--- config.mk ---
export PLATFORM = sky130hd
export DESIGN_NAME = fifo_wr_arbiter
export DESIGN_NICKNAME = d
export VERILOG_FILES = /design/src/rtl/fifo_wr_arbiter.sv
export SDC_FILE = /design/constraint.sdc
export NUM_CORES = 1
export LEC_CHECK = 0
export BUFFER_PORTS_ARGS = -buffer_cell sky130_fd_sc_hd__buf_2
export CAP_MARGIN = 5
export CORE_MARGIN = 8
export CORE_UTILIZATION = 36
export DETAILED_ROUTE_END_ITERATION = 8
export GPL_ROUTABILITY_DRIVEN = 0
export GPL_TIMING_DRIVEN = 0
export MAX_ROUTING_LAYER = met4
export PLACE_DENSITY = 0.86
export SETUP_SLACK_MARGIN = 0.1
export SLEW_MARGIN = 30
export SYNTH_ARGS = -nofsm -noshare
export SYNTH_HDL_FRONTEND = slang
export SYNTH_SLANG_ARGS = --single-unit
--- constraint.sdc ---
create_clock -name clk -period 1.3 [get_ports clk]
set_input_delay 0.065 -clock clk [delete_from_list [all_inputs] [get_ports clk]]
set_output_delay 0.065 -clock clk [all_outputs]
set_load 0.1 [all_outputs]
--- src/rtl/fifo_wr_arbiter.sv ---
// fifo_wr_arbiter
//   Round-robin write-side arbiter that shares one FIFO write port between
//   NUM_REQ producers. One requester owns the port at a time for a burst of at
//   most MAX_BURST beats. A burst ends on the owner's req_last or on the burst
//   cap. No write is ever issued while fifo_full is high.
//
//   Optional feature: define FIFO_WR_ARB_WDOG_EN to compile in a stall
//   watchdog. It force-releases a grant after WDOG_CYCLES consecutive cycles
//   in which the owner has no valid beat. Without the macro, a stalled grant
//   holds indefinitely and wdog_abort is constant 0.
//
// Ports
//   clk           clock, rising edge
//   rstN          asynchronous active-low reset
//   req_valid     per-requester beat available
//   req_last      per-requester final beat of burst
//   req_data      packed requester data, requester i at [i*DATA_W +: DATA_W]
//   req_ready     per-requester beat accepted this cycle (combinational)
//   fifo_full     FIFO full flag (must be registered inside the FIFO)
//   fifo_wr_en    FIFO write strobe (combinational)
//   fifo_wr_data  FIFO write data (combinational, 0 while idle)
//   grant_id      current owner index
//   busy          high while a grant is active
//   wdog_abort    one-cycle pulse on a watchdog release

module fifo_wr_arbiter #(
    parameter int NUM_REQ     = 4,
    parameter int DATA_W      = 8,
    parameter int MAX_BURST   = 4,
    parameter int WDOG_CYCLES = 8
) (
    input  logic                        clk,
    input  logic                        rstN,
    input  logic [NUM_REQ-1:0]          req_valid,
    input  logic [NUM_REQ-1:0]          req_last,
    input  logic [NUM_REQ*DATA_W-1:0]   req_data,
    output logic [NUM_REQ-1:0]          req_ready,
    input  logic                        fifo_full,
    output logic                        fifo_wr_en,
    output logic [DATA_W-1:0]           fifo_wr_data,
    output logic [$clog2(NUM_REQ)-1:0]  grant_id,
    output logic                        busy,
    output logic                        wdog_abort
);

    localparam int ID_W = $clog2(NUM_REQ);
    localparam int BC_W = $clog2(MAX_BURST) + 1;

    typedef enum logic {
        IDLE,
        GRANT
    } state_t;

    state_t            state;
    logic [ID_W-1:0]   rr_ptr;
    logic [BC_W-1:0]   beat_cnt;

    logic              in_grant;
    logic              owner_valid;
    logic              owner_last;
    logic [DATA_W-1:0] owner_data;
    logic              xfer;
    logic              burst_cap;
    logic              pick_found;
    logic [ID_W-1:0]   pick_id;
    logic [ID_W-1:0]   scan_idx;

    assign in_grant = (state == GRANT);
    assign busy     = in_grant;

    // Select the owner's valid/last/data without variable-width indexing.
    always_comb begin
        owner_valid = 1'b0;
        owner_last  = 1'b0;
        owner_data  = '0;
        for (int unsigned i = 0; i < NUM_REQ; i++) begin
            if (grant_id == ID_W'(i)) begin
                owner_valid = req_valid[i];
                owner_last  = req_last[i];
                owner_data  = req_data[i*DATA_W +: DATA_W];
            end
        end
    end

    assign xfer      = in_grant & owner_valid & ~fifo_full;
    assign burst_cap = (beat_cnt == BC_W'(MAX_BURST - 1));

    always_comb begin
        req_ready = '0;
        for (int unsigned i = 0; i < NUM_REQ; i++) begin
            req_ready[i] = in_grant & (grant_id == ID_W'(i)) & ~fifo_full;
        end
    end

    assign fifo_wr_en   = xfer;
    assign fifo_wr_data = in_grant ? owner_data : '0;

    // Round-robin scan: first valid requester starting just after rr_ptr.
    always_comb begin
        pick_found = 1'b0;
        pick_id    = '0;
        scan_idx   = '0;
        for (int unsigned k = 1; k <= NUM_REQ; k++) begin
            scan_idx = ID_W'((32'(rr_ptr) + k) % NUM_REQ);
            if (!pick_found && req_valid[scan_idx]) begin
                pick_found = 1'b1;
                pick_id    = scan_idx;
            end
        end
    end

`ifdef FIFO_WR_ARB_WDOG_EN
    localparam int SC_W = $clog2(WDOG_CYCLES + 1);

    logic [SC_W-1:0] stall_cnt;
    logic            wdog_pulse;

    assign wdog_abort = wdog_pulse;
`else
    // WDOG_CYCLES has no effect in this build; the expression is constant 0.
    assign wdog_abort = (WDOG_CYCLES < 0);
`endif

    always_ff @(posedge clk or negedge rstN) begin
        if (!rstN) begin
            state    <= IDLE;
            rr_ptr   <= ID_W'(NUM_REQ - 1);
            beat_cnt <= '0;
            grant_id <= '0;
`ifdef FIFO_WR_ARB_WDOG_EN
            stall_cnt  <= '0;
            wdog_pulse <= 1'b0;
`endif
        end else begin
`ifdef FIFO_WR_ARB_WDOG_EN
            wdog_pulse <= 1'b0;
`endif
            case (state)
                IDLE: begin
                    if (pick_found) begin
                        state    <= GRANT;
                        grant_id <= pick_id;
                        beat_cnt <= '0;
`ifdef FIFO_WR_ARB_WDOG_EN
                        stall_cnt <= '0;
`endif
                    end
                end
                GRANT: begin
                    if (xfer) begin
                        beat_cnt <= beat_cnt + 1'b1;
                        // Last and cap on the same beat still release only once.
                        if (owner_last || burst_cap) begin
                            state  <= IDLE;
                            rr_ptr <= grant_id;
                        end
                    end
`ifdef FIFO_WR_ARB_WDOG_EN
                    // Owner-valid cycles (including those blocked by full) reset the count.
                    if (owner_valid) begin
                        stall_cnt <= '0;
                    end else if (stall_cnt == SC_W'(WDOG_CYCLES - 1)) begin
                        state      <= IDLE;
                        rr_ptr     <= grant_id;
                        stall_cnt  <= '0;
                        wdog_pulse <= 1'b1;
                    end else begin
                        stall_cnt <= stall_cnt + 1'b1;
                    end
`endif
                end
                default: state <= IDLE;
            endcase
        end
    end

endmodule

==> results.sh, run 1 <==
export IMPL_status="finished, violations left"
export IMPL_violations="setup timing"
export IMPL_grt_antenna_before_repair=0
export IMPL_crit_type="register to output pin"
export IMPL_grt_max_degree=11
export IMPL_worstSetupStartpointType="register"
export IMPL_fin_crit_sh=1.46
export IMPL_yosysTopAreaCell="mux4_2"
export IMPL_tns_ns=-8.23
export IMPL_r2r_worst_path_cells=6
export IMPL_die_x_um=63.8
export IMPL_required_ns=1.24
export IMPL_via_per_inst=5.55
export IMPL_crit_end="fifo_wr_data[3]"
export IMPL_postRouteAntennaNets=0
export IMPL_first_global_vias=1062
export IMPL_yosys_top_cells_area="mux4_2 (19%), dfrtp_1 (18%), mux2i_1 (9.7%)"
export IMPL_worstPathCellList="buf_12, buf_12, mux4_2, and2_4, buf_12"
export IMPL_htreeDepth=1
export IMPL_die_h_um=63.8
export IMPL_post_route_cells_drive_above_1_share=0.804
export IMPL_place_hpwl_mm=2.38
export IMPL_cts_clk_slew_worst_paths_ns=0.07
export IMPL_cp_startpoint="grant_id[0]$_DFFE_PN0P_"
export IMPL_clk_latency_ns=0.27
export IMPL_syn_inst=77
export IMPL_fin_nets=199
export IMPL_clockRootBuffer="clkbuf_4"
export IMPL_synth_cell_types=30
export IMPL_post_dp_cell_area_um2=1210
export IMPL_cts_buffers=3
export IMPL_dieArea_um2=4070
export IMPL_grt_overflow=0
export IMPL_yosys_register_bits=8
export IMPL_crit_slowest_cell="dfrtp_4"
export IMPL_yosysWarnings=0
export IMPL_path_max_fanout=7
export IMPL_fin_worst_skew_ns=0.0146
export IMPL_dr_pass1_iters=4
export IMPL_synth_nets=122
export IMPL_clkSinkCount=8
export IMPL_io_pins=60
export IMPL_vias=1005
export IMPL_coreArea_um2=2190
export IMPL_drtIter0Drc=45
export IMPL_finalHoldViolCount=0
export IMPL_avgSynthCellArea_um2=10.7
export IMPL_routed_wl_mm=4.21
export IMPL_finish_instance_area_um2=1690
export IMPL_endpoint_kind="output pin"
export IMPL_worstMarginPinSlew_ns=0.506
export IMPL_r2r_start="grant_id[0]$_DFFE_PN0P_"
export IMPL_wl_per_cell_um=23.3
export IMPL_cp_arrival_ns=1.83
export IMPL_fmaxAchievable_mhz=529
export IMPL_final_max_slew_viol_count=0
export IMPL_antennaDiodeCount=0
export IMPL_fin_ws_ns=-0.592
export IMPL_hold_class="input port to asynchronous set/reset pin"
export IMPL_crit_path_frequent_cell="buf_12"
export IMPL_layout_min_cycle_time_ns=1.89
export IMPL_timing_rr_end="rr_ptr[1]$_DFFE_PN1P_"
export IMPL_drc_errors=0
export IMPL_grt_setup_unrepaired="yes"
export IMPL_fin_util=0.770
export IMPL_syn_area_um2=823
export IMPL_grt_usage=0.205
export IMPL_maxCapViolations=0
export IMPL_whs_ns=0.151
export IMPL_setup_viol=19
export IMPL_syn_to_final_growth_pct=105
export IMPL_grt_pass1_wl_mm=6.34
export IMPL_start_util=0.376
export IMPL_io_buffer_count=58
export IMPL_yosysSeqAreaShare=0.246
export IMPL_rrSetupSlack_ns=-0.47
export IMPL_critPathMaxStageDelay_ns=0.49
export IMPL_tritoncts="yes"
export IMPL_cts_buffer_depth=2
export IMPL_timing_slew_headroom=0.663
export IMPL_num_rows=17
export IMPL_synth_top_area_share=0.191
worst min path at each step:
stage / end / slack (ns) / startpoint
finish: grant_id[1]$_DFFE_PN0P_ / 0.15 / rstN
detailed placement: beat_cnt[1]$_DFFE_PN0P_ / -0.08 / rstN
global route: grant_id[1]$_DFFE_PN0P_ / 0.18 / rstN
global placement: beat_cnt[0]$_DFFE_PN0P_ / -0.09 / rstN
CTS: beat_cnt[1]$_DFFE_PN0P_ / 0.17 / rstN
floorplan: beat_cnt[0]$_DFFE_PN0P_ / -0.23 / rstN
state kept, by name, summed over array words and instances, names as in the netlist:
signal,count
grant_id,2
beat_cnt,3
rr_ptr,2
busy,1
synthesized netlist by cell type:
library cell	n
nor2_1	9
and2_1	8
mux2i_1	8
mux4_2	7
dfrtp_1	6
inv_1	3
mux2_1	3
nand2b_1	3
a21oi_1	2
a221oi_1	2
buf_6	2
dfstp_2	2
ha_1	2
nand2_1	2
nor2b_1	2
o21ai_0	2
a21boi_0	1
a22o_1	1
and2b_1	1
buf_2	1
buf_4	1
clkbuf_1	1
conb_1	1
mux2_2	1
mux4_1	1
nand3b_1	1
nor3b_1	1
nor4_1	1
o2111ai_2	1
o22ai_2	1
layout make-up:
type,count,area [um^2]
sequential,8,214
fill,115,504
multi-input combinational,61,726
clock buffer,4,26.3
inverter,3,13.8
buffer,5,58.8
timing repair buffer,72,613
tap,28,35.0
cell usage in the layout (no fill, tap or decap), types with 3 or more instances in the layout:
master     n
buf_12    15
dfrtp_4    3
and2_4     8
buf_4     13
nor2_4     4
mux2_4     4
buf_6      4
mux2i_1    5
nor2_1     4
buf_2     43
clkbuf_4   3
mux4_2     8
dfrtp_1    3
metal layers:
metal,vias up,track usage,share of wire,routed length [um]
met1,487,0.238,0.40,1690
li1,435,-,-,-
met2,74,0.334,0.47,2000
met5,-,-,0,0
met3,9,0.0557,0.10,424
met4,0,0.0641,0.022,93
repair_timing:
action	4_1_cts	5_1_grt
gates cloned	0	0
pin swaps	6	5
resized for setup	75	10
hold buffers	1	0
setup endpoints to repair	23	21
buffers inserted	11	3
endpoints found under the hold margin	8	0
kinds of logic (layout without fill, tap and decap cells):
kind of cell    after synthesis  count (layout)  share of synthesized area
buf+inv                       8              84                     0.0608
simple gates                 28              28                      0.184
flops                         8               8                      0.246
other cells                   1               1                    0.00455
compound gates               10              10                     0.0988
mux                          20              20                      0.375
fa+ha+maj                     2               2                     0.0304
worst max-delay path, delay by kind of cell, from the launching register on:
kind | cells | cell delay (ns)
flip-flops | 1 | 0.49
buffers and inverters | 3 | 0.43
multiplexers | 1 | 0.45
AND/OR/NAND/NOR | 1 | 0.19
metrics by stage:
stage / cells / setup slack (ns)
2_1_floorplan: 77 / -0.784
3_3_place_gp: 163 / -0.419
3_5_place_dp: 163 / -0.442
4_1_cts: 179 / -0.556
5_1_grt: 181 / -0.613
6_report: 181 / -0.592
Power of run 1 is not shown: default switching activity piles up to over one toggle a cycle in this logic, so the estimate is an artifact.
==> run 2, diff against run 1 <==
--- a/config.mk
+++ b/config.mk
@@ -8,3 +8,2 @@
 export BUFFER_PORTS_ARGS = -buffer_cell sky130_fd_sc_hd__buf_2
-export CAP_MARGIN = 5
 export CORE_MARGIN = 8
--- a/constraint.sdc
+++ b/constraint.sdc
@@ -3,2 +3,2 @@
 set_output_delay 0.065 -clock clk [all_outputs]
-set_load 0.1 [all_outputs]
+set_load 0.02 [all_outputs]
==> results.sh, run 2 (synthesized netlist as in run 1, its figures left out) <==
export IMPL_final_max_slew_viol_count=0
export IMPL_powerDensity_nw_per_um2=2460
export IMPL_final_common_cell="buf_2"
export IMPL_clk_latency_ns=0.26
export IMPL_routed_wl_mm=3.23
export IMPL_cp_arrival_ns=1.67
export IMPL_num_rows=17
export IMPL_grt_max_degree=11
export IMPL_grt_overflow=0
export IMPL_ff_latch_area_um2=206
export IMPL_status="finished, violations left"
export IMPL_required_ns=1.24
export IMPL_crit_path_frequent_cell="buf_8"
export IMPL_finalHoldViolCount=0
export IMPL_die_h_um=63.8
export IMPL_worstPathCellList="buf_8, buf_8, mux4_2, and2_4, buf_6"
export IMPL_first_global_vias=989
export IMPL_cts_clk_slew_worst_paths_ns=0.06
export IMPL_whs_ns=0.178
export IMPL_fill_cells=146
export IMPL_cts_buffer_depth=2
export IMPL_clkSinkCount=8
export IMPL_io_pins=60
export IMPL_antennaDiodeCount=0
export IMPL_worstSetupStartpointType="register"
export IMPL_total_power_mw=3.57
export IMPL_via_per_inst=5.35
export IMPL_fin_nets=194
export IMPL_regMostFlops="beat_cnt"
export IMPL_crit_slowest_cell="mux4_2"
export IMPL_clockRootBuffer="clkbuf_4"
export IMPL_vias=941
export IMPL_crit_type="register to output pin"
export IMPL_fin_crit_sh=1.33
export IMPL_fin_worst_skew_ns=0.00286
export IMPL_tritoncts="yes"
export IMPL_fin_ws_ns=-0.435
export IMPL_start_util=0.376
export IMPL_place_ws_ns=-0.288
export IMPL_postRouteAntennaNets=0
export IMPL_grt_antenna_before_repair=0
export IMPL_cts_buffers=3
export IMPL_io_buffer_count=58
export IMPL_tns_ns=-5.60
export IMPL_top_regs="beat_cnt: 3 flops, grant_id: 2 flops, rr_ptr: 2 flops"
export IMPL_multi_input_area_um2=682
export IMPL_htreeDepth=1
export IMPL_grt_setup_unrepaired="yes"
export IMPL_path_buf_inv=3
export IMPL_ir_drop_v=0.00163
export IMPL_cpLargestDelayFamily="multiplexers"
export IMPL_syn_to_final_growth_pct=76.3
export IMPL_wl_per_cell_um=18.4
export IMPL_worstMarginPinSlew_ns=0.622
export IMPL_post_route_cells_drive_above_1_share=0.750
export IMPL_path_max_fanout=6
export IMPL_largest_register_ffs=3
export IMPL_critPathMaxStageDelay_ns=0.50
export IMPL_final_cells=176
export IMPL_violations="setup timing"
export IMPL_fmaxAchievable_mhz=576
export IMPL_most_common_layout_cells="buf_2 (45), buf_6 (13), buf_4 (10)"
export IMPL_dp_cells=163
export IMPL_setup_viol=20
export IMPL_maxCapViolations=0
export IMPL_power_leakage_nw=0.708
export IMPL_dieArea_um2=4070
export IMPL_hold_class="input port to asynchronous set/reset pin"
export IMPL_endpoint_kind="output pin"
export IMPL_timing_slew_headroom=0.582
export IMPL_layout_min_cycle_time_ns=1.73
export IMPL_drc_errors=0
export IMPL_drtIter0Drc=50
export IMPL_grt_usage=0.153
export IMPL_coreArea_um2=2190
export IMPL_dr_pass1_iters=4
export IMPL_die_x_um=63.8
export IMPL_grt_pass1_wl_mm=4.91
export IMPL_place_hpwl_mm=2.53
[run 2: changes by cell type in the layout (fill, tap and decap cells not counted), moves of 2 or more]
cell	change
nor2_4	-2
buf_12	-15
buf_6	+9
dfrtp_4	-3
buf_2	+2
nor2_1	+2
buf_8	+2
buf_4	-3
dfrtp_2	+3
[run 2: where the power goes]
group	switching, mW	internal [mW]
Sequential	0.154	0.400
Combinational	1.22	1.59
Clock	0.0892	0.118
[run 2: final timing paths]
| kind | depth (start not counted) | to | slack [ns] | startpoint |
|---|---|---|---|---|
| min in group clk | 3 | grant_id[0]$_DFFE_PN0P_ | 0.26 | req_valid[1] |
| min reg2reg | 1 | beat_cnt[0]$_DFFE_PN0P_ | 0.50 | beat_cnt[0]$_DFFE_PN0P_ |
| max | 5 | fifo_wr_data[4] | -0.43 | grant_id[0]$_DFFE_PN0P_ |
| max in group asynchronous | 2 | rr_ptr[1]$_DFFE_PN1P_ | 0.88 | rstN |
| max reg2reg | 6 | rr_ptr[1]$_DFFE_PN1P_ | -0.38 | grant_id[0]$_DFFE_PN0P_ |
| min | 2 | beat_cnt[0]$_DFFE_PN0P_ | 0.18 | rstN |
[run 2: what timing repair did]
action / in CTS / in global routing
hold buffers: 1 / 0
pin swaps: 4 / 1
setup endpoints to repair: 21 / 21
hold endpoints to repair: 8 / 0
buffers inserted: 6 / 2
gates resized for setup: 39 / 4
gates cloned: 0 / 0
[run 2: per-stage QoR]
| stage | utilization | instance area [um^2] |
|---|---|---|
| 2_1_floorplan | - | 897 |
| 3_3_place_gp | 0.558 | 1220 |
| 3_5_place_dp | 0.558 | 1220 |
| 4_1_cts | 0.649 | 1420 |
| 5_1_grt | 0.662 | 1450 |
| 6_report | 0.662 | 1450 |
[run 2: per-layer routing]
metal,part of all wire,global-route usage,vias to the layer above
li1,-,-,428
met1,0.40,0.165,446
met2,0.49,0.258,63
met3,0.099,0.0557,4
met4,0.0090,0.0418,0
met5,0,-,-
[run 2: layout make-up]
class | count | share of cell area
clock buffers | 4 | 0.0181
inverters | 3 | 0.00776
plain buffers | 5 | 0.0336
repair buffers | 67 | 0.304
multi-input cells | 61 | 0.470
well taps | 28 | 0.0241
flip-flops and latches | 8 | 0.142
(Power assumes the default switching activity.)
==> run 3, diff against run 2 <==
- CORE_UTILIZATION: 36 -> 40
- PLACE_DENSITY: 0.86 -> 0.9
- clock period: 1.3 -> 1.85 ns (I/O delays scaled with it)
==> results.sh, run 3 (synthesized netlist as in run 1, its figures left out) <==
export IMPL_powerDensity_nw_per_um2=1730
export IMPL_final_cells=174
export IMPL_path_max_fanout=7
export IMPL_tritoncts="yes"
export IMPL_dieArea_um2=3770
export IMPL_place_hpwl_mm=2.42
export IMPL_postRouteAntennaNets=0
export IMPL_io_buffer_count=58
export IMPL_hold_class="input port to asynchronous set/reset pin"
export IMPL_rrSetupSlack_ns=0.15
export IMPL_fin_ws_ns=0.0642
export IMPL_dr_pass1_iters=4
export IMPL_most_common_layout_cells="buf_2 (50), buf_6 (9), nor2_1 (9)"
export IMPL_total_power_mw=2.29
export IMPL_final_max_slew_viol_count=0
export IMPL_cts_clk_slew_worst_paths_ns=0.06
export IMPL_required_ns=1.76
export IMPL_final_common_cell="buf_2"
export IMPL_power_leakage_nw=0.671
export IMPL_grt_usage=0.170
export IMPL_ir_drop_v=0.000869
export IMPL_grt_antenna_before_repair=0
export IMPL_coreArea_um2=1960
export IMPL_cts_buffer_depth=2
export IMPL_routed_wl_mm=3.52
export IMPL_fin_worst_skew_ns=0.00777
export IMPL_grt_pass1_wl_mm=4.68
export IMPL_tns_ns=0
export IMPL_r2r_worst_path_cells=6
export IMPL_setup_viol=0
export IMPL_cts_buffers=3
export IMPL_antennaDiodeCount=0
export IMPL_die_h_um=61.4
export IMPL_ff_latch_area_um2=204
export IMPL_vias=929
export IMPL_fin_nets=193
export IMPL_post_route_cells_drive_above_1_share=0.646
export IMPL_grt_overflow=0
export IMPL_layout_min_cycle_time_ns=1.79
export IMPL_worstSetupStartpointType="register"
export IMPL_timing_rr_end="rr_ptr[0]$_DFFE_PN1P_"
export IMPL_grt_max_degree=11
export IMPL_multi_input_area_um2=591
export IMPL_place_ws_ns=0.224
export IMPL_fmaxAchievable_mhz=560
export IMPL_clk_latency_ns=0.25
export IMPL_finalHoldViolCount=0
export IMPL_fin_util=0.676
export IMPL_die_x_um=61.4
export IMPL_htreeDepth=1
export IMPL_worstMarginPinSlew_ns=0.582
export IMPL_syn_to_final_growth_pct=61.1
export IMPL_drtIter0Drc=45
export IMPL_dp_cells=162
export IMPL_fill_cells=143
export IMPL_first_global_vias=1017
export IMPL_num_rows=16
export IMPL_r2r_start="grant_id[0]$_DFFE_PN0P_"
export IMPL_top_regs="beat_cnt: 3 flops, grant_id: 2 flops, rr_ptr: 2 flops"
export IMPL_endpoint_kind="output pin"
export IMPL_crit_type="register to output pin"
export IMPL_wl_per_cell_um=20.2
export IMPL_timing_slew_headroom=0.608
export IMPL_fin_crit_sh=0.965
export IMPL_cp_arrival_ns=1.69
export IMPL_io_pins=60
export IMPL_largest_register_ffs=3
export IMPL_drc_errors=0
export IMPL_start_util=0.420
export IMPL_via_per_inst=5.34
export IMPL_clockRootBuffer="clkbuf_4"
export IMPL_status="completed"
export IMPL_grt_setup_unrepaired="yes"
export IMPL_regMostFlops="beat_cnt"
export IMPL_maxCapViolations=0
export IMPL_clkSinkCount=8
## run 3: worst max path at each step
| stage | startpoint | endpoint | cells after the start |
|---|---|---|---|
| 2_1_floorplan | busy$_DFF_PN0_ | beat_cnt[1]$_DFFE_PN0P_ | 4 |
| 3_3_place_gp | grant_id[0]$_DFFE_PN0P_ | fifo_wr_data[6] | 5 |
| 3_5_place_dp | grant_id[0]$_DFFE_PN0P_ | rr_ptr[0]$_DFFE_PN1P_ | 5 |
| 4_1_cts | grant_id[0]$_DFFE_PN0P_ | fifo_wr_data[4] | 5 |
| 5_1_grt | grant_id[0]$_DFFE_PN0P_ | fifo_wr_data[5] | 5 |
| 6_report | grant_id[0]$_DFFE_PN0P_ | fifo_wr_data[5] | 5 |
## run 3: power by group
group | switching, mW | leakage [nW] | internal, mW | total (mW)
clock | 0.0588 | 0.0150 | 0.0825 | 0.141
sequential | 0.0939 | 0.0900 | 0.277 | 0.371
combinational | 0.814 | 0.566 | 0.967 | 1.78
total | 0.966 | 0.671 | 1.33 | 2.29
## run 3: layer usage
| layer | global-route usage | vias up | part of all wire |
|---|---|---|---|
| li1 | - | 422 | - |
| met1 | 0.162 | 448 | 0.36 |
| met2 | 0.312 | 55 | 0.51 |
| met3 | 0.0605 | 4 | 0.12 |
| met4 | 0.0519 | 0 | 0.013 |
| met5 | - | - | 0 |
## run 3: layout make-up
type	instances	area share
multi-input combinational	61	0.445
buffer	5	0.0340
inverter	3	0.00849
timing repair buffer	66	0.313
clock buffer	4	0.0198
sequential	8	0.154
tap	27	0.0255
## run 3: worst max-delay path, stage by stage, from the launching register on
cell and delay, ns:
dfrtp_1 0.37, buf_6 0.13, buf_8 0.13, mux4_2 0.52
and2_4 0.18, buf_6 0.12
## run 3: repair_timing
action / 4_1_cts / 5_1_grt
endpoints found under the hold margin: 8 / 0
hold buffers: 1 / 0
setup endpoints to repair: 5 / 10
gates resized for setup: 17 / 13
buffers inserted: 5 / 2
## run 3: through the flow
step                      area [um^2]  hold WS, ns
final                            1330        0.209
after global routing             1330        0.220
after CTS                        1280        0.200
after detailed placement         1150      -0.0557
after global placement           1150      -0.0617
after floorplan                   823       -0.203
